==> src/rtl/cpu_if_pkg.sv <==
// Shared definitions for the CPU-to-cache bridge: default widths,
// FSM state encoding and the request-direction helper.
package cpu_if_pkg;

    localparam int AW_DEF   = 16;
    localparam int DW_DEF   = 32;
    localparam int BW_DEF   = 4;
    localparam int SYNC_DEF = 2;

    typedef enum logic [1:0] {
        ST_IDLE = 2'd0,
        ST_REQ  = 2'd1,
        ST_WAIT = 2'd2
    } state_e;

    // Returns {wr, rd}; a simultaneous write and read strobe is treated as a write.
    function automatic logic [1:0] req_dir(input logic wr, input logic rd);
        return {wr, rd & ~wr};
    endfunction

endpackage

==> src/rtl/cpu_if_sync_ff.sv <==
// Multi-flop bit synchronizer used to bring the asynchronous c_ack level
// into the sys_clk domain. Reset clears the whole chain.
module sync_ff #(
    parameter int SYNC = 2
) (
    input  logic clk_i,
    input  logic rst_i,
    input  logic d_i,
    output logic q_o
);

    logic [SYNC-1:0] sync_q;

    // Shift the asynchronous input through SYNC flops.
    always_ff @(posedge clk_i or posedge rst_i) begin
        if (rst_i) begin
            sync_q <= '0;
        end else begin
            sync_q <= {sync_q[SYNC-2:0], d_i};
        end
    end

    assign q_o = sync_q[SYNC-1];

endmodule

==> src/rtl/cpu_if.sv <==
// CPU bus to cache port bridge: latches one request, runs a 4-phase
// req/ack handshake against the synchronized c_ack and returns read data
// with a single-cycle sys_ack.
module cpu_if
    import cpu_if_pkg::*;
#(
    parameter int AW   = AW_DEF,
    parameter int DW   = DW_DEF,
    parameter int BW   = BW_DEF,
    parameter int SYNC = SYNC_DEF
) (
    input  logic          sys_clk,
    input  logic          sys_rst,
    input  logic          c_clk,
    input  logic [AW-1:0] sys_addr,
    input  logic          sys_wr,
    input  logic          sys_rd,
    input  logic [DW-1:0] sys_wdata,
    input  logic [BW-1:0] sys_bval,
    input  logic [DW-1:0] c_rdata,
    input  logic          c_ack,
    output logic [AW-1:0] c_addr,
    output logic          c_wr,
    output logic          c_rd,
    output logic [DW-1:0] c_wdata,
    output logic [BW-1:0] c_bval,
    output logic [DW-1:0] sys_rdata,
    output logic          sys_ack
);

    // c_clk only exists for pin compatibility with the cache side.
    logic c_clk_unused;
    assign c_clk_unused = c_clk;

    state_e        state_q, state_d;
    logic          ack_s;
    logic          accept;
    logic [AW-1:0] c_addr_q, c_addr_d;
    logic [DW-1:0] c_wdata_q, c_wdata_d;
    logic [BW-1:0] c_bval_q, c_bval_d;
    logic          c_wr_q, c_wr_d;
    logic          c_rd_q, c_rd_d;
    logic [DW-1:0] rdata_q, rdata_d;
    logic          sys_ack_q, sys_ack_d;

    sync_ff #(.SYNC(SYNC)) u_ack_sync (
        .clk_i (sys_clk),
        .rst_i (sys_rst),
        .d_i   (c_ack),
        .q_o   (ack_s)
    );

    // A strobe is only taken in IDLE once the previous handshake has fully closed.
    assign accept = (state_q == ST_IDLE) && (sys_wr || sys_rd) && !ack_s;

    // FSM state register.
    always_ff @(posedge sys_clk or posedge sys_rst) begin
        if (sys_rst) begin
            state_q <= ST_IDLE;
        end else begin
            state_q <= state_d;
        end
    end

    // Next-state logic for the 4-phase handshake.
    always_comb begin
        state_d = state_q;
        unique case (state_q)
            ST_IDLE: if (accept) state_d = ST_REQ;
            ST_REQ:  if (ack_s)  state_d = ST_WAIT;
            ST_WAIT: if (!ack_s) state_d = ST_IDLE;
            default: state_d = ST_IDLE;
        endcase
    end

    // Output next-values: request latch, request levels, read capture and ack pulse.
    always_comb begin
        c_addr_d  = c_addr_q;
        c_wdata_d = c_wdata_q;
        c_bval_d  = c_bval_q;
        c_wr_d    = c_wr_q;
        c_rd_d    = c_rd_q;
        rdata_d   = rdata_q;
        sys_ack_d = 1'b0;
        if (accept) begin
            c_addr_d         = sys_addr;
            c_wdata_d        = sys_wdata;
            c_bval_d         = sys_bval;
            {c_wr_d, c_rd_d} = req_dir(sys_wr, sys_rd);
        end else if (state_q == ST_REQ && ack_s) begin
            c_wr_d    = 1'b0;
            c_rd_d    = 1'b0;
            sys_ack_d = 1'b1;
            if (c_rd_q) rdata_d = c_rdata;
        end
    end

    // Output registers; reset drops any in-flight request and clears every output.
    always_ff @(posedge sys_clk or posedge sys_rst) begin
        if (sys_rst) begin
            c_addr_q  <= '0;
            c_wdata_q <= '0;
            c_bval_q  <= '0;
            c_wr_q    <= 1'b0;
            c_rd_q    <= 1'b0;
            rdata_q   <= '0;
            sys_ack_q <= 1'b0;
        end else begin
            c_addr_q  <= c_addr_d;
            c_wdata_q <= c_wdata_d;
            c_bval_q  <= c_bval_d;
            c_wr_q    <= c_wr_d;
            c_rd_q    <= c_rd_d;
            rdata_q   <= rdata_d;
            sys_ack_q <= sys_ack_d;
        end
    end

    assign c_addr    = c_addr_q;
    assign c_wdata   = c_wdata_q;
    assign c_bval    = c_bval_q;
    assign c_wr      = c_wr_q;
    assign c_rd      = c_rd_q;
    assign sys_rdata = rdata_q;
    assign sys_ack   = sys_ack_q;

endmodule

==> config.mk <==
export PLATFORM = sky130hd
export DESIGN_NAME = cpu_if
export DESIGN_NICKNAME = d
export VERILOG_FILES = /design/src/rtl/cpu_if_pkg.sv /design/src/rtl/cpu_if_sync_ff.sv /design/src/rtl/cpu_if.sv
export SDC_FILE = /design/constraint.sdc
export NUM_CORES = 1
export LEC_CHECK = 0
export ABC_AREA = 0
export CORE_ASPECT_RATIO = 1.1
export CORE_MARGIN = 2
export CORE_UTILIZATION = 41
export CTS_BUF_LIST = sky130_fd_sc_hd__clkbuf_4 sky130_fd_sc_hd__clkbuf_8
export DETAILED_ROUTE_END_ITERATION = 7
export GPL_ROUTABILITY_DRIVEN = 0
export HOLD_SLACK_MARGIN = 0.03
export MAX_ROUTING_LAYER = met4
export PLACE_DENSITY = 0.83
export SYNTH_ARGS = -nofsm -noshare
export SYNTH_HDL_FRONTEND = slang
export SYNTH_SLANG_ARGS = --single-unit
==> constraint.sdc <==
create_clock -name sys_clk -period 3.9 [get_ports sys_clk]
set_input_delay 0.78 -clock sys_clk [delete_from_list [all_inputs] [get_ports sys_clk]]
set_output_delay 0.78 -clock sys_clk [all_outputs]
set_load 0.01 [all_outputs]
==> results of run 1 <==
[registers in the layout (all words and copies together), names as in the netlist]
signal and count:
c_bval 4, c_wr 1, u_ack_sync.sync_q 2, c_wdata 32, c_addr 16, c_rd 1
state_q 2, sys_ack 1, sys_rdata 32
[worst max path at each step]
stage | start | endpoint | slack, ns
3_5_place_dp | sys_wr | c_wdata[31]$_DFFE_PP0P_ | 1.46
6_report | c_rd$_DFFE_PP0P_ | c_rd | 1.79
4_1_cts | c_rd$_DFFE_PP0P_ | c_rd | 1.76
2_1_floorplan | sys_rst | c_addr[0]$_DFFE_PP0P_ | 0.76
3_3_place_gp | sys_wr | c_addr[5]$_DFFE_PP0P_ | 1.53
5_1_grt | c_rd$_DFFE_PP0P_ | c_rd | 1.73
[routing by layer]
metal	GRT usage (%)	vias up
met4	5.71	0
li1	-	1051
met5	-	-
met3	3.75	9
met1	20.1	1123
met2	28.4	103
[logic make-up (layout without fill, tap and decap cells)]
logic type	count (synthesis)	in the layout	synth area share (%)
flops	91	91	66.3
compound gates	1	1	0.255
simple gates	8	8	1.53
mux	86	86	28.7
xor+xnor	1	1	0.255
buf+inv	11	198	2.95
[metrics by stage]
| step | worst slack (ns) | area [um^2] | std cells |
|---|---|---|---|
| after global placement | 1.53 | 5270 | 480 |
| final | 1.79 | 5480 | 496 |
| after detailed placement | 1.46 | 5270 | 480 |
| after CTS | 1.76 | 5480 | 496 |
| after floorplan | 0.756 | 3430 | 198 |
| after global routing | 1.73 | 5480 | 496 |
[layout make-up]
class / count / area, um^2 / area share, %
well taps: 111 / 139 / 2.54
clock inverters: 4 / 50.0 / 0.914
clock buffers: 12 / 153 / 2.79
flip-flops and latches: 91 / 2280 / 41.6
multi-input cells: 96 / 1060 / 19.4
inverters: 3 / 12.5 / 0.229
repair buffers: 179 / 1780 / 32.5
[cell usage in the layout, fill, tap and decap left out]
master,instances
clkinvlp_4,2
and2_1,1
clkbuf_8,10
nand2_4,1
xor2_1,1
nor3_1,2
mux2_2,72
nor3_2,1
buf_4,4
dfrtp_1,91
clkdlybuf4s50_1,175
inv_1,1
bufinv_16,1
nand2_1,2
clkbuf_4,2
mux2_4,5
inv_2,1
nand3b_1,1
mux2i_1,2
clkinv_2,2
mux2_1,7
o21ai_4,1
[power by group through the flow]
stage	Sequential, mW	Combinational (mW)	Clock, mW
final	1.47	1.42	0.632
after global routing	1.52	1.50	0.697
after CTS	1.47	1.44	0.659
after detailed placement	1.49	1.43	0
after global placement	1.46	1.41	0
after floorplan	1.65	0.394	0
[Yosys cell counts, drive strengths merged]
cell type and count:
dfrtp 91, nand2 3, xor2 1, mux2 84, nor3 3, mux2i 2
inv 3, nand3b 1, o21ai 1, and2 1, buf 8
==> summary.txt, run 1 <==
DRC viols - 0
IO Count - 177
Clk Latency, worst-skew pair - 0.34 ns
DR iter-0 viols - 34
R2R depth - 4
H-tree Lvls - 3
CP endpoint kind - primary output
CP max stage delay - 0.58 ns
Max Used Layer - met4
layout cells sized above 1 - 26.5%
Slew Viols, Final - 0
minimum clock period - 2.11 ns
Data arrival, critical path - 1.33 ns
status - complete, no violations
Tcrit/Tclk final - 54.2%
post-route ant nets - 0
Clk pwr share - 18.0%
syn_area_per_cell - 17.3 um^2
Initial Util - 41.5%
register area share after synthesis - 66.3%
Final nets - 470
DR vias/cell - 4.61
CTS max path bufs - 2
Final Hold Viols - 0
Hold Path Origin - u_ack_sync.sync_q[0]$_DFF_PP0_
post-synth top area cell - dfrtp_1
unrepaired setup endpoints after global routing - false
Worst Path Max Fanout - 3
Clock Skew - 0.00678 ns
Tightest Pin Transition - 0.528 ns
FILL cells - 635
kind of critical path - flop to primary output
Sw Pwr - 960 uW
WP depth - 1
total chip power - 3.52 mW
capture point of the worst reg-to-reg path - c_wdata[27]$_DFFE_PP0P_
Leak - 2.32 nW
Clock Pin Slew Worst Setup and Hold Paths - 0.08 ns
Net Sw Frac - 27.3%
Synth top area share - 66.3%
setup bufs post-CTS - 0
grt ovf - 0
Syn-to-layout area delta - 59.5%
Synth Net Count - 288
GR Util All Layers - 16.8%
antenna diode count - 0
drt pass-1 iters - 3
Cell Int Power - 2.56 mW
VDD IR-drop max - 0.300 mV
# setup viols final - 0
WP data required - 3.12 ns
core footprint - 8280 um^2
WHS - 0.352 ns
Worst setup SP type - flop
Die H - 100 um
max_cap viols - 0
Synthesis Warnings - 0
Comb pwr share - 40.2%
Buffers on Ports - 175
wirelength, routed - 7390 um
ranking of synthesized cells by area - dfrtp_1, mux2_2, buf_6
f_max - 0.473 GHz
Mapped Cells - 198
setup_tns - 0 ns
Met1 Wirelength - 3090 um
Sequential Power Share - 41.8%
Post-CTS Resized - 0
first-pass GRT wire length - 11700 um
largest net degree at the start of global routing - 33
register bit total from synthesis - 91
CTS Buf Count - 9
CP top delay family - buffers and inverters
clk root buf - clkbuf_8
Worst slew margin - 64.7%
CTS tree - built
CTS Hold Buffers Added - 0
Hold Path Stages - 0
Routed WL per cell - 14.9 um
Worst R2R Setup Slack - 2.36 ns
worst reg2reg path startpoint - state_q[1]$_DFFE_PP0P_
dpl hpwl - 5630 um
initial antenna violation count - 0
DR vias - 2286
chip width - 91.3 um
Critical-path top delay cell - clkdlybuf4s50_1
Rows - 35
metal2 WL - 3780 um
CTS sink cnt - 91
class of the worst hold path - flop to flop
met3 routed WL - 447 um
WP buf/inv - 1
Post-Syn Area - 3430 um^2
Distinct cells, synth - 16
final core occ - 66.2%
Hold EP - u_ack_sync.sync_q[1]$_DFF_PP0_
critical-path cell list - clkdlybuf4s50_1
die area - 9120 um^2
pwr dens - 642 nW/um^2
number of global-route vias before repair - 2428
Power figures use the tool's default switching activity.
==> inputs of run 2 (changes only) <==
==> constraint.sdc (replaced) <==
create_clock -name sys_clk -period 2.1 [get_ports sys_clk]
set_input_delay 0.42 -clock sys_clk [delete_from_list [all_inputs] [get_ports sys_clk]]
set_output_delay 0.42 -clock sys_clk [all_outputs]
set_load 0.01 [all_outputs]
==> run 2 against run 1 <==
Setup slack got worse by 1.4 ns. Count of clock-buffer cells in the layout fell by 2. Sequential share of layout area fell by 0.44 points. Critical path depth did not move. Global-route usage rose by 0.41 points. Via count fell by 0.74%. Wire length rose by 0.81%. Flip-flop and latch count did not move. Power rose by 91%. Design area rose by 1.1%. Clock skew rose by 0.0042 ns. Critical endpoint unchanged. Largest power group unchanged.
==> summary.txt, run 2 (synthesis results as in run 1) <==
Slew Viols, Final - 0 (unchanged)
Clk Latency, worst-skew pair - 0.34 ns (about the same)
Max Used Layer - met4 (unchanged)
Critical-path top delay cell - clkdlybuf4s50_1 (unchanged)
DR vias - 2269 (was 2286)
status - complete, no violations (unchanged)
Tcrit/Tclk final - 83.3%
# setup viols final - 0 (unchanged)
max_cap viols - 0 (unchanged)
core footprint - 8280 um^2 (unchanged)
WP depth - 1 (unchanged)
dpl hpwl - 5590 um (was 5630 um)
Hold Path Stages - 0 (unchanged)
CP max stage delay - 0.58 ns (about the same)
die area - 9120 um^2 (unchanged)
WP data required - 1.68 ns (was 3.12 ns)
DRC viols - 0 (unchanged)
CTS sink cnt - 91 (unchanged)
Post-CTS Resized - 0 (unchanged)
metal2 WL - 3790 um (was 3780 um)
Met1 Wirelength - 3040 um (was 3090 um)
VDD IR-drop max - 0.643 mV (was 0.300 mV)
Clock Skew - 0.0110 ns (was 0.00678 ns)
commonest non-fill, non-tap cell in the layout - clkdlybuf4s50_1 (unchanged)
setup_tns - 0 ns (unchanged)
kind of critical path - flop to primary output (unchanged)
R2R depth - 4 (unchanged)
DR vias/cell - 4.58 (was 4.61)
largest net degree at the start of global routing - 55 (was 33)
CTS tree - built (unchanged)
Clock Pin Slew Worst Setup and Hold Paths - 0.08 ns (about the same)
final core occ - 66.9% (was 66.2%)
grt ovf - 0 (unchanged)
met3 routed WL - 433 um (was 447 um)
total chip power - 6.73 mW (was 3.52 mW)
chip width - 91.3 um (unchanged)
IO Count - 177 (unchanged)
CP top delay family - buffers and inverters (unchanged)
post-route ant nets - 0 (unchanged)
Leak - 2.34 nW (was 2.32 nW)
minimum clock period - 1.75 ns
Initial Util - 41.5% (unchanged)
critical-path cell list - clkdlybuf4s50_1 (unchanged)
Rows - 35 (unchanged)
DR iter-0 viols - 45 (was 34)
drt pass-1 iters - 3 (unchanged)
wirelength, routed - 7450 um (was 7390 um)
Syn-to-layout area delta - 61.2% (was 59.5%)
number of global-route vias before repair - 2521 (was 2428)
Tightest Pin Transition - 0.477 ns (was 0.528 ns)
CP endpoint kind - primary output (unchanged)
CTS max path bufs - 2 (unchanged)
H-tree Lvls - 3 (unchanged)
Data arrival, critical path - 1.33 ns (about the same)
first-pass GRT wire length - 11900 um (was 11700 um)
GR Util All Layers - 17.2% (was 16.8%)
Die H - 100 um (unchanged)
Final Hold Viols - 0 (unchanged)
Worst Path Max Fanout - 3 (unchanged)
antenna diode count - 0 (unchanged)
CTS Buf Count - 9 (unchanged)
Worst slew margin - 68.2% (was 64.7%)
Worst setup SP type - flop (unchanged)
initial antenna violation count - 0 (unchanged)
pwr dens - 1220 nW/um^2 (was 642 nW/um^2)
WHS - 0.357 ns (was 0.352 ns)
layout cells sized above 1 - 26.3% (was 26.5%)
Buffers on Ports - 175 (unchanged)
Routed WL per cell - 15.1 um (was 14.9 um)
f_max - 0.572 GHz
unrepaired setup endpoints after global routing - false (unchanged)
clk root buf - clkbuf_8 (unchanged)
Final nets - 470 (unchanged)
CTS Hold Buffers Added - 0 (unchanged)
most frequent cells in the layout - clkdlybuf4s50_1, dfrtp_1, mux2_2 (unchanged)
WP buf/inv - 1 (unchanged)
setup bufs post-CTS - 0 (unchanged)
class of the worst hold path - flop to flop (unchanged)
-- run 2: metal layers --
layer	up-vias	GRT usage, %
li1	1050	-
met1	1093	20.1
met2	108	29.1
met3	18	3.45
met4	0	7.58
met5	-	-
-- run 2: worst paths after layout --
check	from	endpoint	slack, ns
worst max-delay path	c_rd$_DFFE_PP0P_	c_rd	0.35
worst min-delay path	u_ack_sync.sync_q[0]$_DFF_PP0_	u_ack_sync.sync_q[1]$_DFF_PP0_	0.36
worst max register to register	state_q[1]$_DFFE_PP0P_	sys_rdata[9]$_DFFE_PP0P_	0.58
worst min register to register	u_ack_sync.sync_q[0]$_DFF_PP0_	u_ack_sync.sync_q[1]$_DFF_PP0_	0.36
max in group asynchronous	sys_rst	c_wdata[14]$_DFFE_PP0P_	1.16
min in group asynchronous	sys_rst	c_wdata[25]$_DFFE_PP0P_	0.51
-- run 2: per-stage QoR --
stage | worst slack [ns] | std cells | cell area, um^2
after floorplan | 0.616 | 198 | 3440
after global placement | 0.200 | 480 | 5300
after detailed placement | 0.152 | 480 | 5300
after CTS | 0.317 | 495 | 5530
after global routing | 0.288 | 495 | 5530
final | 0.351 | 495 | 5530
-- run 2: final cells by class --
class / instances / area, um^2
Fill cell: 568 / 2740
Sequential cell: 91 / 2280
Timing Repair Buffer: 179 / 1810
Multi-Input combinational cell: 96 / 1060
Tap cell: 111 / 139
Clock buffer: 10 / 131
Clock inverter: 5 / 103
Inverter: 3 / 15.0
-- run 2: power breakdown --
part           leakage, nW  internal [mW]  switching (mW)
logic                 1.15           1.75           0.893
registers             1.07           2.40           0.316
clock network        0.116          0.796           0.573
==> inputs of run 3 (changes only) <==
--- a/config.mk
+++ b/config.mk
@@ -8,13 +8,13 @@
 export ABC_AREA = 0
 export CORE_ASPECT_RATIO = 1.1
 export CORE_MARGIN = 2
-export CORE_UTILIZATION = 41
+export CORE_UTILIZATION = 37
 export CTS_BUF_LIST = sky130_fd_sc_hd__clkbuf_4 sky130_fd_sc_hd__clkbuf_8
 export DETAILED_ROUTE_END_ITERATION = 7
 export GPL_ROUTABILITY_DRIVEN = 0
 export HOLD_SLACK_MARGIN = 0.03
 export MAX_ROUTING_LAYER = met4
-export PLACE_DENSITY = 0.83
+export PLACE_DENSITY = 0.79
 export SYNTH_ARGS = -nofsm -noshare
 export SYNTH_HDL_FRONTEND = slang
 export SYNTH_SLANG_ARGS = --single-unit
==> constraint.sdc (replaced) <==
create_clock -name sys_clk -period 1.5 [get_ports sys_clk]
set_input_delay 0.3 -clock sys_clk [delete_from_list [all_inputs] [get_ports sys_clk]]
set_output_delay 0.3 -clock sys_clk [all_outputs]
set_load 0.01 [all_outputs]
==> run 3 against run 2 <==
Count of clock-buffer cells in the layout up 3. Worst hold slack better by 0.0015 ns. Wire length up 3.5%. Non-clock buffer count up 6. Highest routed layer unchanged.
==> summary.txt, run 3 (synthesis results as in run 1) <==
core footprint - 8960 um^2 (was 8280 um^2)
dpl hpwl - 5790 um (was 5590 um)
WHS - 0.359 ns (was 0.357 ns)
kind of critical path - flop to flop (was flop to primary output)
minimum clock period - 1.42 ns
clk root buf - clkbuf_8 (unchanged)
DR vias - 2322 (was 2269)
CTS Hold Buffers Added - 0 (unchanged)
Rows - 36 (was 35)
first-pass GRT wire length - 12400 um (was 11900 um)
CP endpoint kind - flop (was primary output)
Post-Layout Inst Area - 5430 um^2 (was 5530 um^2)
drt pass-1 iters - 3 (unchanged)
final core occ - 60.6% (was 66.9%)
total chip power - 8.30 mW (was 6.73 mW)
critical-path cell list - nand3b_1, inv_2, nand2_4, buf_12, mux2_4 (was clkdlybuf4s50_1)
largest net degree at the start of global routing - 59 (was 55)
Clock Pin Slew Worst Setup and Hold Paths - 0.08 ns (about the same)
crit path from - state_q[1]$_DFFE_PP0P_ (was c_rd$_DFFE_PP0P_)
Tcrit/Tclk final - 94.6%
Slew Viols, Final - 0 (unchanged)
Clock Skew - 0.00388 ns (was 0.0110 ns)
unrepaired setup endpoints after global routing - false (unchanged)
Hold Path Origin - u_ack_sync.sync_q[0]$_DFF_PP0_ (unchanged)
DRC viols - 0 (unchanged)
DR vias/cell - 4.63 (was 4.58)
CTS max path bufs - 2 (unchanged)
worst reg2reg path startpoint - state_q[1]$_DFFE_PP0P_ (unchanged)
Critical-path top delay cell - dfrtp_1 (was clkdlybuf4s50_1)
Final Hold Viols - 0 (unchanged)
H-tree Lvls - 3 (unchanged)
DR iter-0 viols - 58 (was 45)
Worst setup SP type - flop (unchanged)
Worst Path Max Fanout - 19 (was 3)
chip width - 95.8 um (was 91.3 um)
CP top delay family - flip-flops (was buffers and inverters)
post-route ant nets - 0 (unchanged)
WP buf/inv - 2 (was 1)
layout cells sized above 1 - 27.3% (was 26.3%)
Final nets - 476 (was 470)
VDD IR-drop max - 0.709 mV (was 0.643 mV)
die area - 10100 um^2 (was 9120 um^2)
GR Util All Layers - 16.4% (was 17.2%)
CTS Buf Count - 9 (unchanged)
antenna diode count - 0 (unchanged)
initial antenna violation count - 0 (unchanged)
number of global-route vias before repair - 2528 (was 2521)
max_cap viols - 0 (unchanged)
grt ovf - 0 (unchanged)
Routed WL per cell - 15.4 um (was 15.1 um)
CP max stage delay - 0.42 ns (was 0.58 ns)
most frequent cells in the layout - dfrtp_1, clkdlybuf4s50_1, dlygate4sd2_1 (was clkdlybuf4s50_1, dfrtp_1, mux2_2)
area post-placement - 5370 um^2 (was 5300 um^2)
Initial Util - 38.3% (was 41.5%)
CTS sink cnt - 91 (unchanged)
Data arrival, critical path - 1.64 ns (was 1.33 ns)
f_max - 0.704 GHz
wirelength, routed - 7720 um (was 7450 um)
WP data required - 1.72 ns (was 1.68 ns)
Clk Latency, worst-skew pair - 0.34 ns (about the same)
setup bufs post-CTS - 0 (unchanged)
CTS tree - built (unchanged)
Die H - 105 um (was 100 um)
Syn-to-layout area delta - 58.2% (was 61.2%)
# setup viols final - 0 (unchanged)
IO Count - 177 (unchanged)
commonest non-fill, non-tap cell in the layout - dfrtp_1 (was clkdlybuf4s50_1)
status - complete, no violations (unchanged)
Leak - 2.48 nW (was 2.34 nW)
class of the worst hold path - flop to flop (unchanged)
Worst slew margin - 73.2% (was 68.2%)
Tightest Pin Transition - 0.403 ns (was 0.477 ns)
pwr dens - 1530 nW/um^2 (was 1220 nW/um^2)
Buffers on Ports - 175 (unchanged)
## run 3: cell types whose count changed in the layout (fill, tap and decap cells not counted), sizes merged, moves of 3 or more
cell / change
clkbuf: +3
dlygate4sd2: +87
buf: +6
bufinv: -3
clkdlybuf4s50: -87
## run 3: path summary, 6_finish.rpt
check,to,depth (start not counted),slack [ns]
setup / recovery,sys_rdata[17]$_DFFE_PP0P_,5,0.08
hold / removal,u_ack_sync.sync_q[1]$_DFF_PP0_,0,0.36
setup reg to reg,sys_rdata[17]$_DFFE_PP0P_,5,0.08
hold reg to reg,u_ack_sync.sync_q[1]$_DFF_PP0_,0,0.36
max in group asynchronous,sys_rdata[22]$_DFFE_PP0P_,3,0.76
min in group asynchronous,c_wdata[7]$_DFFE_PP0P_,3,0.40
## run 3: report_power, final
part	switching [mW]	total [mW]	internal [mW]
combinational	1.26	3.08	1.83
clock	0.751	1.43	0.678
sequential	0.426	3.79	3.36
total	2.43	8.30	5.87
## run 3: layout make-up
type | instances | area, um^2
sequential | 91 | 2280
clock buffer | 13 | 160
fill | 747 | 3530
timing repair buffer | 185 | 1770
inverter | 3 | 15.0
multi-input combinational | 96 | 1070
tap | 114 | 143
## run 3: through the flow
stage	setup WS [ns]	TNS, ns	std cells
2_1_floorplan	0.136	0	198
3_3_place_gp	-0.205	-9.65	489
3_5_place_dp	-0.232	-10.93	489
4_1_cts	0.0508	0	502
5_1_grt	0.00927	0	502
6_report	0.0804	0	502
## run 3: timing repair
action,4_1_cts,5_1_grt
hold endpoints to repair,0,0
endpoints found under the setup margin,87,17
resized for setup,87,2
## run 3: worst reg2reg max path, stage by stage (launching register included)
cell	delay [ns]
dfrtp_1	0.42
nand3b_1	0.22
inv_2	0.11
nand2_4	0.08
buf_12	0.17
mux2_4	0.31
## run 3: metal layers
layer,GRT usage (%),up-vias,share of wire (%),routed length [um]
met5,-,-,0,0
met4,8.06,0,2.5,191
met2,25.7,109,49,3770
li1,-,1058,-,-
met3,3.89,15,8.0,619
met1,19.8,1140,41,3140
